$ cat src/rtl/mem_master_if.sv
// Core request/response handshake plus the MMU-side memory bus, bundled so
// the initiator and whatever sits on the other side share one port list.
interface mem_master_if;
  // core request channel
  logic        REQ_VALID;
  logic        REQ_READY;
  logic        REQ_WE;
  logic [1:0]  REQ_SIZE;
  logic [31:0] REQ_ADDR;
  logic [31:0] REQ_WDATA;
  // core response channel
  logic        RSP_VALID;
  logic [31:0] RSP_RDATA;
  logic        RSP_FAULT;
  // memory bus toward the MMU
  logic [31:0] ADDR;
  logic        N_OE;
  logic        N_WE;
  logic [31:0] BUS_WDATA;
  logic [31:0] BUS_RDATA;

  modport master (
    input  REQ_VALID, REQ_WE, REQ_SIZE, REQ_ADDR, REQ_WDATA, BUS_RDATA,
    output REQ_READY, RSP_VALID, RSP_RDATA, RSP_FAULT,
    output ADDR, N_OE, N_WE, BUS_WDATA
  );

  modport slave (
    output REQ_VALID, REQ_WE, REQ_SIZE, REQ_ADDR, REQ_WDATA, BUS_RDATA,
    input  REQ_READY, RSP_VALID, RSP_RDATA, RSP_FAULT,
    input  ADDR, N_OE, N_WE, BUS_WDATA
  );
endinterface

$ cat src/rtl/mem_master.sv
// Memory bus initiator: byte/half/word loads and stores with setup, pulse and
// hold phasing of the strobes. The bus has no byte enables, so sub-word stores
// read the word first and write back the merged value. Every output is a
// register fed from the next-state logic, so strobes follow the state exactly.
module mem_master #(
  parameter int RD_WAIT   = 1,
  parameter int WE_CYCLES = 1,
  parameter int ADDR_BITS = 17
) (
  input  logic          CLK,
  input  logic          N_RST,
  mem_master_if.master  bus
);

  typedef enum logic [2:0] {IDLE, RD, WSETUP, WPULSE, WHOLD, DONE} state_t;

  // last counter value of the read strobe and of the write pulse
  localparam logic [7:0] RD_LAST = 8'(RD_WAIT);
  localparam logic [7:0] WE_LAST = 8'(WE_CYCLES - 1);

  state_t      r_state, w_state_next;
  logic [7:0]  r_cnt, w_cnt_next;
  logic        r_we, w_we_next;
  logic [1:0]  r_size, w_size_next;
  logic [1:0]  r_lane, w_lane_next;
  logic [31:0] r_wdata, w_wdata_next;
  logic        r_ready, w_ready_next;
  logic        r_rsp_valid, w_rsp_valid_next;
  logic [31:0] r_rsp_rdata, w_rsp_rdata_next;
  logic        r_rsp_fault, w_rsp_fault_next;
  logic [31:0] r_addr, w_addr_next;
  logic        r_n_oe, w_n_oe_next;
  logic        r_n_we, w_n_we_next;
  logic [31:0] r_bus_wdata, w_bus_wdata_next;

  logic        w_accept;
  logic        w_fault;
  logic [4:0]  w_shift;
  logic [31:0] w_rd_shifted;
  logic [31:0] w_load;
  logic [31:0] w_size_mask;
  logic [31:0] w_merge;

  assign w_accept = (r_state == IDLE) && r_ready && bus.REQ_VALID;

  // misaligned, illegal size or any address bit above the legal window
  assign w_fault = (bus.REQ_SIZE == 2'd3) ||
                   ((bus.REQ_SIZE == 2'd1) && bus.REQ_ADDR[0]) ||
                   ((bus.REQ_SIZE == 2'd2) && (bus.REQ_ADDR[1:0] != 2'b00)) ||
                   ((bus.REQ_ADDR >> ADDR_BITS) != 32'd0);

  // little-endian lane position of the latched request within the bus word
  assign w_shift      = {r_lane, 3'b000};
  assign w_rd_shifted = bus.BUS_RDATA >> w_shift;
  assign w_size_mask  = (r_size == 2'd0) ? 32'h0000_00FF :
                        (r_size == 2'd1) ? 32'h0000_FFFF : 32'hFFFF_FFFF;
  assign w_load       = w_rd_shifted & w_size_mask;
  assign w_merge      = (bus.BUS_RDATA & ~(w_size_mask << w_shift)) |
                        ((r_wdata & w_size_mask) << w_shift);

  // next state, request latching and registered output values
  always_comb begin
    w_state_next     = r_state;
    w_cnt_next       = r_cnt;
    w_we_next        = r_we;
    w_size_next      = r_size;
    w_lane_next      = r_lane;
    w_wdata_next     = r_wdata;
    w_rsp_rdata_next = r_rsp_rdata;
    w_rsp_fault_next = r_rsp_fault;
    w_addr_next      = r_addr;
    w_bus_wdata_next = r_bus_wdata;

    case (r_state)
      IDLE: begin
        if (w_accept) begin
          w_we_next        = bus.REQ_WE;
          w_size_next      = bus.REQ_SIZE;
          w_lane_next      = bus.REQ_ADDR[1:0];
          w_wdata_next     = bus.REQ_WDATA;
          w_rsp_rdata_next = 32'd0;
          w_cnt_next       = 8'd0;
          if (w_fault) begin
            // bus registers untouched: a fault never reaches the bus
            w_rsp_fault_next = 1'b1;
            w_state_next     = DONE;
          end else begin
            w_rsp_fault_next = 1'b0;
            w_addr_next      = {bus.REQ_ADDR[31:2], 2'b00};
            if (!bus.REQ_WE || (bus.REQ_SIZE != 2'd2)) begin
              w_state_next = RD;
            end else begin
              w_bus_wdata_next = bus.REQ_WDATA;
              w_state_next     = WSETUP;
            end
          end
        end
      end
      RD: begin
        if (r_cnt == RD_LAST) begin
          if (!r_we) begin
            w_rsp_rdata_next = w_load;
            w_state_next     = DONE;
          end else begin
            w_bus_wdata_next = w_merge;
            w_state_next     = WSETUP;
          end
        end else begin
          w_cnt_next = r_cnt + 8'd1;
        end
      end
      WSETUP: begin
        w_cnt_next   = 8'd0;
        w_state_next = WPULSE;
      end
      WPULSE: begin
        if (r_cnt == WE_LAST) begin
          w_state_next = WHOLD;
        end else begin
          w_cnt_next = r_cnt + 8'd1;
        end
      end
      WHOLD:   w_state_next = DONE;
      DONE:    w_state_next = IDLE;
      default: w_state_next = IDLE;
    endcase

    // strobes and handshake are decoded from the state being entered
    w_n_oe_next      = (w_state_next != RD);
    w_n_we_next      = (w_state_next != WPULSE);
    w_rsp_valid_next = (w_state_next == DONE);
    w_ready_next     = (w_state_next == IDLE);
  end

  // state and output registers; reset drops any in-flight request
  always_ff @(posedge CLK) begin
    if (N_RST) begin
      r_state     <= IDLE;
      r_cnt       <= 8'd0;
      r_we        <= 1'b0;
      r_size      <= 2'd0;
      r_lane      <= 2'd0;
      r_wdata     <= 32'd0;
      r_ready     <= 1'b0;
      r_rsp_valid <= 1'b0;
      r_rsp_rdata <= 32'd0;
      r_rsp_fault <= 1'b0;
      r_addr      <= 32'd0;
      r_n_oe      <= 1'b1;
      r_n_we      <= 1'b1;
      r_bus_wdata <= 32'd0;
    end else begin
      r_state     <= w_state_next;
      r_cnt       <= w_cnt_next;
      r_we        <= w_we_next;
      r_size      <= w_size_next;
      r_lane      <= w_lane_next;
      r_wdata     <= w_wdata_next;
      r_ready     <= w_ready_next;
      r_rsp_valid <= w_rsp_valid_next;
      r_rsp_rdata <= w_rsp_rdata_next;
      r_rsp_fault <= w_rsp_fault_next;
      r_addr      <= w_addr_next;
      r_n_oe      <= w_n_oe_next;
      r_n_we      <= w_n_we_next;
      r_bus_wdata <= w_bus_wdata_next;
    end
  end

  assign bus.REQ_READY = r_ready;
  assign bus.RSP_VALID = r_rsp_valid;
  assign bus.RSP_RDATA = r_rsp_rdata;
  assign bus.RSP_FAULT = r_rsp_fault;
  assign bus.ADDR      = r_addr;
  assign bus.N_OE      = r_n_oe;
  assign bus.N_WE      = r_n_we;
  assign bus.BUS_WDATA = r_bus_wdata;

endmodule

$ cat src/flat_wrapper.sv
// flat-port wrapper written by rule: the top's interface ports become plain ports
module mem_master_flat 
#(
  parameter int RD_WAIT   = 1,
  parameter int WE_CYCLES = 1,
  parameter int ADDR_BITS = 17
)
  (CLK, N_RST, bus_REQ_VALID, bus_REQ_WE, bus_REQ_SIZE, bus_REQ_ADDR, bus_REQ_WDATA, bus_BUS_RDATA, bus_REQ_READY, bus_RSP_VALID, bus_RSP_RDATA, bus_RSP_FAULT, bus_ADDR, bus_N_OE, bus_N_WE, bus_BUS_WDATA);
  mem_master_if bus_i ();
  input  logic CLK;
  input  logic N_RST;
  input wire logic [$bits(bus_i.REQ_VALID)-1:0] bus_REQ_VALID;
  input wire logic [$bits(bus_i.REQ_WE)-1:0] bus_REQ_WE;
  input wire logic [$bits(bus_i.REQ_SIZE)-1:0] bus_REQ_SIZE;
  input wire logic [$bits(bus_i.REQ_ADDR)-1:0] bus_REQ_ADDR;
  input wire logic [$bits(bus_i.REQ_WDATA)-1:0] bus_REQ_WDATA;
  input wire logic [$bits(bus_i.BUS_RDATA)-1:0] bus_BUS_RDATA;
  output wire logic [$bits(bus_i.REQ_READY)-1:0] bus_REQ_READY;
  output wire logic [$bits(bus_i.RSP_VALID)-1:0] bus_RSP_VALID;
  output wire logic [$bits(bus_i.RSP_RDATA)-1:0] bus_RSP_RDATA;
  output wire logic [$bits(bus_i.RSP_FAULT)-1:0] bus_RSP_FAULT;
  output wire logic [$bits(bus_i.ADDR)-1:0] bus_ADDR;
  output wire logic [$bits(bus_i.N_OE)-1:0] bus_N_OE;
  output wire logic [$bits(bus_i.N_WE)-1:0] bus_N_WE;
  output wire logic [$bits(bus_i.BUS_WDATA)-1:0] bus_BUS_WDATA;
  assign bus_i.REQ_VALID = bus_REQ_VALID;
  assign bus_i.REQ_WE = bus_REQ_WE;
  assign bus_i.REQ_SIZE = bus_REQ_SIZE;
  assign bus_i.REQ_ADDR = bus_REQ_ADDR;
  assign bus_i.REQ_WDATA = bus_REQ_WDATA;
  assign bus_i.BUS_RDATA = bus_BUS_RDATA;
  assign bus_REQ_READY = bus_i.REQ_READY;
  assign bus_RSP_VALID = bus_i.RSP_VALID;
  assign bus_RSP_RDATA = bus_i.RSP_RDATA;
  assign bus_RSP_FAULT = bus_i.RSP_FAULT;
  assign bus_ADDR = bus_i.ADDR;
  assign bus_N_OE = bus_i.N_OE;
  assign bus_N_WE = bus_i.N_WE;
  assign bus_BUS_WDATA = bus_i.BUS_WDATA;
  mem_master #(.RD_WAIT(RD_WAIT), .WE_CYCLES(WE_CYCLES), .ADDR_BITS(ADDR_BITS)) u_core (.CLK(CLK), .N_RST(N_RST), .bus(bus_i));
endmodule
$ cat config.mk
export PLATFORM = sky130hd
export DESIGN_NAME = mem_master_flat
export DESIGN_NICKNAME = d
export VERILOG_FILES = /design/src/rtl/mem_master_if.sv /design/src/rtl/mem_master.sv /design/src/flat_wrapper.sv
export SDC_FILE = /design/constraint.sdc
export NUM_CORES = 1
export LEC_CHECK = 0
export ABC_CLOCK_PERIOD_IN_PS = 2100
export CORE_MARGIN = 2
export CORE_UTILIZATION = 44
export CTS_CLUSTER_SIZE = 30
export DETAILED_ROUTE_END_ITERATION = 7
export HOLD_SLACK_MARGIN = 0.15
export PLACE_DENSITY_LB_ADDON = 0.2
export SKIP_CTS_REPAIR_TIMING = 1
export SLEW_MARGIN = 5
export SYNTH_ARGS = -nofsm -noshare
export SYNTH_HDL_FRONTEND = slang
export SYNTH_SLANG_ARGS = --single-unit
$ cat constraint.sdc
create_clock -name CLK -period 2.1 [get_ports CLK]
set_clock_uncertainty 0.1 [all_clocks]
set_input_delay 0.315 -clock CLK [delete_from_list [all_inputs] [get_ports CLK]]
set_output_delay 0.315 -clock CLK [all_outputs]
set_load 0.01 [all_outputs]
After elaboration in Yosys (flattened, before gate mapping)
Index checks and enable logic that the tools add are counted.

Register bits: 147. Input port bits: 102. Output and inout port bits: 101. Word-level logic and storage cells: 91.

Add/subtract/negate cells: 1. Equal/unequal tests: 21. Shifts and indexed selects: 3. Multiplexer cells: 24. Bitwise gates (word level): 6. Reduce and logical (&&, ||, !) cells: 22.

Operators by type and width (number): 32-bit two-way mux (10); 32-bit case mux with 2 select lines (2); 32-bit bitwise AND (3); 32-bit by 5-bit left shift with 32-bit output (2); 32-bit inverter (1); 32-bit OR (1); 8-bit case mux with 4 select lines (1); 32-bit nonzero test (1); 32-bit by 5-bit >> shifter with 32-bit output (1); 8-bit two-way mux (3); 3-bit two-way mux (5); 3-bit case mux with 5 select lines (1); 2-bit != test (second input constant) (6); 8-bit by 1-bit adder with 8-bit output (second input constant) (1); 8-bit by 1-bit == test with 1-bit output (second input constant) (1); 8-bit logical NOT (1); 4-bit AND reduction (2); 3-bit by 2-bit == test with 1-bit output (second input constant) (2); 3-bit == test (second input constant) (2); 3-bit logical NOT (2); 2-bit by 1-bit != test with 1-bit output (second input constant) (3); 6-bit AND reduction (1); 2-bit by 1-bit == test with 1-bit output (second input constant) (2); 2-bit == test (second input constant) (2); 14 further kinds (21).

Logic depth before layout (Yosys ltp)
Depth in word-level cells: 10. Mapped depth: 8. Gate-level depth less buffers: 7.

Worst setup path before layout
OpenSTA, ideal clock, no wires.

Path kind: flip-flop to flip-flop. From: register u_core.r_cnt[1]. To: register u_core.r_bus_wdata[13] (netlist: u_core.bus.BUS_WDATA[13]). Setup time: 0.123 ns. Data arrival time: 1.809 ns. Required time: 1.877 ns. Path slack: 0.068 ns. Cell stages (with the launch flop): 9. Buffers on the path: 1. Clock period less this slack: 2.032 ns. Path through: dfxtp_1 > inv_1 > ha_1 > nor4bb_1 > a31oi_1 > o31ai_4 > nand2_4 > buf_6 > mux2_1.

Longest elaborated chain between the ends: 3.

Ends and longest elaborated chain: start, declared (line mem_master.sv:22) `logic [7:0] r_cnt, w_cnt_next;`; start signal, assigned (line mem_master.sv:154) `r_cnt <= w_cnt_next;`; 8-bit by 1-bit == test with 1-bit output (line mem_master.sv:100) `if (r_cnt == RD_LAST) begin`; 2-bit by 1-bit != test with 1-bit output (no line); 6-bit AND reduction (no line); end signal, assigned (line mem_master.sv:166) `r_bus_wdata <= w_bus_wdata_next;`; end, declared (line mem_master.sv:34) `logic [31:0] r_bus_wdata, w_bus_wdata_next;`.

Every way passes these cells. A chain may end at the register's enable or synchronous reset.

Worst setup path in the final report
From: register u_core.r_cnt[7]. To: register u_core.r_rsp_rdata[19] (netlist: u_core.bus.RSP_RDATA[19]).

Longest elaborated chain between the ends: 3.

Ends and longest elaborated chain: 8-bit by 1-bit == test with 1-bit output (line mem_master.sv:100); 2-bit by 1-bit != test with 1-bit output (no line); 4-bit AND reduction (no line); end signal, assigned (line mem_master.sv:161) `r_rsp_rdata <= w_rsp_rdata_next;`; end, declared (line mem_master.sv:29) `logic [31:0] r_rsp_rdata, w_rsp_rdata_next;`.

Every way passes these cells.

==> impl_metrics.xml <==
<?xml version="1.0" encoding="UTF-8"?>
<metrics>
  <group name="sta">
    <metric name="max_slew_vio_count" unit="">0</metric>
    <metric name="fin_setup_tns" unit="ns">0</metric>
    <metric name="max_slew_margin" unit="">0.542</metric>
    <metric name="finalCritPeriodShare" unit="">0.981</metric>
    <metric name="clock.fmax" unit="MHz">485</metric>
    <metric name="worst_pin_slew" unit="ns">0.685</metric>
    <metric name="hold_violations" unit="">0</metric>
    <metric name="fin_hold_ws" unit="ns">0.226</metric>
    <metric name="post-route-min-period" unit="ns">2.06</metric>
    <metric name="rsz0062_at_grt" unit="">true</metric>
    <metric name="finalSetupViolations" unit="">0</metric>
  </group>
  <group name="clock_tree">
    <metric name="clock-root-buffer" unit="">sky130_fd_sc_hd__clkbuf_16</metric>
    <metric name="cts_tree" unit="">built</metric>
    <metric name="insertion_delay" unit="ns">0.42</metric>
    <metric name="worst_setup_hold_path_clk_slew" unit="ns">0.06</metric>
    <metric name="cts_num_sinks" unit="">147</metric>
    <metric name="ctsHtreeMaxLevel" unit="">4</metric>
    <metric name="cts_inserted_buffers" unit="">17</metric>
    <metric name="ctsLongestPathBuffers" unit="">2</metric>
  </group>
  <group name="floorplan">
    <metric name="floorplan.die.width" unit="um">131</metric>
    <metric name="ios" unit="">203</metric>
    <metric name="die_h" unit="um">131</metric>
    <metric name="placementRows" unit="">46</metric>
    <metric name="floorplan.initialDensity" unit="">0.449</metric>
    <metric name="dieArea" unit="um2">17200</metric>
    <metric name="core_region_area" unit="um2">15800</metric>
  </group>
  <group name="setup_path">
    <metric name="timing.critical_path.buf_inv" unit="">2</metric>
    <metric name="critical_path_depth" unit="">7</metric>
    <metric name="worstSetupPathType" unit="">reg2reg</metric>
    <metric name="critical_path_launch_point_type" unit="">register</metric>
    <metric name="crit_family" unit="">simple AND/OR/NAND/NOR gates</metric>
    <metric name="required" unit="ns">2.35</metric>
    <metric name="critPathArrivalTime" unit="ns">2.31</metric>
    <metric name="cp_max_stage_cell" unit="">sky130_fd_sc_hd__nor4_4</metric>
    <metric name="timing.critical_path.cells" unit="">nor4_4 &gt; buf_4 &gt; nand4b_1 &gt; a21oi_1 &gt; buf_12 &gt; nand3_1 &gt; a21oi_1</metric>
    <metric name="crit_path_max_fanout" unit="">24</metric>
    <metric name="critical-path-top-cell-by-count" unit="">sky130_fd_sc_hd__a21oi_1</metric>
    <metric name="ff2ff_path_depth" unit="">7</metric>
    <metric name="critPathCaptureType" unit="">register</metric>
    <metric name="critPathMaxStageDelay" unit="ns">0.46</metric>
  </group>
  <group name="route">
    <metric name="met2WireLength" unit="um">10600</metric>
    <metric name="post_drt_wl_per_cell" unit="um">18.3</metric>
    <metric name="dr_total_vias" unit="">7384</metric>
    <metric name="dr.max_layer_used" unit="">met4</metric>
    <metric name="detail_route_antenna_nets" unit="">0</metric>
    <metric name="m1WireLength" unit="um">10400</metric>
    <metric name="route.detailed.drc" unit="">0</metric>
    <metric name="drt-vias-per-instance" unit="">5.68</metric>
    <metric name="drt_wl_total" unit="um">23700</metric>
    <metric name="dr.pass1.iters" unit="">7</metric>
    <metric name="met3_wirelength" unit="um">2420</metric>
    <metric name="initialDrtViolationCount" unit="">828</metric>
  </group>
  <group name="logic_synthesis">
    <metric name="synth_seq_cells" unit="">147</metric>
    <metric name="syn_avg_cell_area" unit="um2">8.30</metric>
    <metric name="synth.top_cells.by_area" unit="">sky130_fd_sc_hd__dfxtp_1 41%, sky130_fd_sc_hd__nand2_1 7.0%, sky130_fd_sc_hd__a21oi_1 6.1%</metric>
    <metric name="synth_top_flop_cell" unit="">sky130_fd_sc_hd__dfxtp_1</metric>
    <metric name="largest_area_contributor_in_the_netlist" unit="">sky130_fd_sc_hd__dfxtp_1</metric>
    <metric name="syn-instance-count" unit="">857</metric>
    <metric name="number_of_enable_type_register_cells_in_the_synthesized_netlist" unit="">0</metric>
    <metric name="yosysTopAreaCellShare" unit="">0.414</metric>
    <metric name="synth.distinct_cells" unit="">67</metric>
    <metric name="yosysSeqAreaShare" unit="">0.414</metric>
    <metric name="post_synth_instance_area" unit="um2">7110</metric>
    <metric name="async_reset_ff_frac" unit="">0</metric>
    <metric name="synth_warnings" unit="">0</metric>
  </group>
  <group name="finish">
    <metric name="fin_area" unit="um2">10300</metric>
    <metric name="insertedDiodeCount" unit="">0</metric>
    <metric name="number_of_nets_at_the_end_of_the_flow" unit="">1176</metric>
    <metric name="layoutNonFillerInstCount" unit="">1299</metric>
    <metric name="area_delta_synth_final" unit="%">45.3</metric>
    <metric name="drive_above_1_share" unit="">0.123</metric>
  </group>
  <group name="pwr">
    <metric name="power.internal" unit="mW">6.25</metric>
    <metric name="clkPwrFrac" unit="">0.339</metric>
    <metric name="pwr-share-seq" unit="">0.334</metric>
    <metric name="combPwrFrac" unit="">0.327</metric>
    <metric name="power.switching_fraction" unit="">0.345</metric>
    <metric name="power.net_switching" unit="mW">3.30</metric>
    <metric name="max-vdd-ir-drop" unit="V">0.000646</metric>
    <metric name="power.leakage" unit="nW">3.54</metric>
    <metric name="power_density" unit="nW/um2">924</metric>
    <metric name="total_power" unit="mW">9.55</metric>
  </group>
  <group name="global_route">
    <metric name="global_route.overflow_total" unit="">0</metric>
    <metric name="wire_length_of_the_first_global_routing_pass" unit="um">36900</metric>
    <metric name="first_global_vias" unit="">6711</metric>
    <metric name="track_usage" unit="">0.267</metric>
    <metric name="maximum_number_of_pins_on_one_net_before_global_route_repair" unit="">57</metric>
    <metric name="antenna_violations_before_repair" unit="">0</metric>
  </group>
  <group name="status">
    <metric name="status" unit="">complete, no violations</metric>
  </group>
  <group name="worst_hold_path">
    <metric name="timing.hold.worst_path_depth" unit="">2</metric>
    <metric name="worstHoldPathType" unit="">in2reg</metric>
  </group>
  <group name="place">
    <metric name="detailed_place_hpwl" unit="um">17000</metric>
    <metric name="routabilityCongestion" unit="">0.954</metric>
    <metric name="numPortBuffers" unit="">200</metric>
    <metric name="placement.cell_area" unit="um2">9640</metric>
    <metric name="dp_cells" unit="">1268</metric>
  </group>
  <group name="job">
    <metric name="drv_cap" unit="">0</metric>
  </group>
</metrics>
[layout make-up]
type	instances	area, um2
flip-flops and latches	147	2950
well taps	216	270
fillers	1346	5490
repair buffers	263	2530
clock buffers	19	443
inverters	5	18.8
multi-input cells	637	3940
clock inverters	12	180
[metrics by stage]
step                      setup WS [ns]  utilization
final                            0.0394        0.653
after CTS                       -0.0437        0.649
after detailed placement         -0.335        0.609
after global placement           -0.308        0.609
after floorplan                  0.0679            -
after global routing            -0.0514        0.653
[power groups by stage]
| stage | combinational [mW] | sequential, mW | clock [mW] |
|---|---|---|---|
| after floorplan | 1.69 | 3.20 | 0 |
| after global placement | 3.00 | 3.23 | 0 |
| after detailed placement | 3.01 | 3.23 | 0 |
| after CTS | 3.03 | 3.18 | 3.28 |
| after global routing | 3.36 | 3.21 | 3.39 |
| final | 3.12 | 3.19 | 3.24 |
[state kept, by name, indices dropped and copies added (netlist names)]
name / cells
u_core.bus.RSP_FAULT: 1
u_core.bus.RSP_RDATA: 32
u_core.bus.RSP_VALID: 1
u_core.bus.N_WE: 1
u_core.r_size: 2
u_core.r_wdata: 32
u_core.r_lane: 2
u_core.bus.REQ_READY: 1
u_core.r_cnt: 8
u_core.bus.BUS_WDATA: 32
u_core.r_we: 1
u_core.bus.ADDR: 30
u_core.r_state: 3
u_core.bus.N_OE: 1
[synthesized netlist by cell type, types with 8 or more instances]
library cell / instances
sky130_fd_sc_hd__o2111ai_1: 17
sky130_fd_sc_hd__and2_1: 17
sky130_fd_sc_hd__nand2_1: 132
sky130_fd_sc_hd__mux2_2: 9
sky130_fd_sc_hd__nor2_1: 61
sky130_fd_sc_hd__o211ai_1: 9
sky130_fd_sc_hd__o21ai_0: 46
sky130_fd_sc_hd__a31oi_1: 12
sky130_fd_sc_hd__buf_2: 10
sky130_fd_sc_hd__o22ai_1: 8
sky130_fd_sc_hd__clkbuf_1: 51
sky130_fd_sc_hd__nand3_1: 40
sky130_fd_sc_hd__o21ai_1: 27
sky130_fd_sc_hd__mux2i_1: 39
sky130_fd_sc_hd__o41ai_2: 8
sky130_fd_sc_hd__a22oi_1: 16
sky130_fd_sc_hd__a21oi_1: 87
sky130_fd_sc_hd__a22o_1: 8
sky130_fd_sc_hd__nor2b_1: 20
sky130_fd_sc_hd__dfxtp_1: 147
[cell usage in the layout (no fill, tap or decap), types with 4 or more instances in the layout]
master	n
sky130_fd_sc_hd__a21oi_1	87
sky130_fd_sc_hd__a221oi_1	7
sky130_fd_sc_hd__a22o_1	8
sky130_fd_sc_hd__a22oi_1	16
sky130_fd_sc_hd__a31oi_1	11
sky130_fd_sc_hd__and2_1	17
sky130_fd_sc_hd__buf_12	5
sky130_fd_sc_hd__buf_4	59
sky130_fd_sc_hd__bufinv_16	4
sky130_fd_sc_hd__clkbuf_16	17
sky130_fd_sc_hd__clkdlybuf4s50_1	199
sky130_fd_sc_hd__dfxtp_1	145
sky130_fd_sc_hd__inv_1	4
sky130_fd_sc_hd__mux2_1	7
sky130_fd_sc_hd__mux2_2	9
sky130_fd_sc_hd__mux2i_1	39
sky130_fd_sc_hd__nand2_1	132
sky130_fd_sc_hd__nand3_1	40
sky130_fd_sc_hd__nor2_1	60
sky130_fd_sc_hd__nor2b_1	20
sky130_fd_sc_hd__nor3_1	4
sky130_fd_sc_hd__nor4_4	4
sky130_fd_sc_hd__o2111ai_1	17
sky130_fd_sc_hd__o211ai_1	9
sky130_fd_sc_hd__o21ai_0	45
sky130_fd_sc_hd__o21ai_1	28
sky130_fd_sc_hd__o22ai_1	8
sky130_fd_sc_hd__o41ai_2	8
[worst register-to-register path: cells and delay by family, from the launching register on]
| kind | cells | cell delay (ns) |
|---|---|---|
| buffers and inverters | 2 | 0.40 |
| and+or+nand+nor | 3 | 0.71 |
| AOI/OAI and AO/OA | 2 | 0.44 |
| DFF | 1 | 0.34 |
[logic make-up after synthesis]
kind of cell,after synthesis,synth area share
compound gates,269,0.244
xor+xnor,3,0.00370
fa+ha+maj,3,0.00528
buf+inv,74,0.0436
flops,147,0.414
mux,55,0.0802
other cells,1,0.000527
simple gates,305,0.208
[metal layers]
layer	global-route usage	vias to the layer above
met1	0.385	3469
met5	0	-
met3	0.0664	29
li1	-	3506
met2	0.399	380
met4	0.0688	0
[final timing paths]
path                                          from                                     to  slack, ns
min                                          N_RST        u_core.bus.ADDR[2]$_SDFFE_PP0P_       0.23
max reg2reg           u_core.r_cnt[7]$_SDFFE_PP0P_  u_core.bus.RSP_RDATA[19]$_SDFFE_PP0P_       0.04
min reg2reg  u_core.bus.RSP_RDATA[17]$_SDFFE_PP0P_  u_core.bus.RSP_RDATA[17]$_SDFFE_PP0P_       0.35
max                   u_core.r_cnt[7]$_SDFFE_PP0P_  u_core.bus.RSP_RDATA[19]$_SDFFE_PP0P_       0.04
Note: power is estimated with default switching activity, not from simulation.
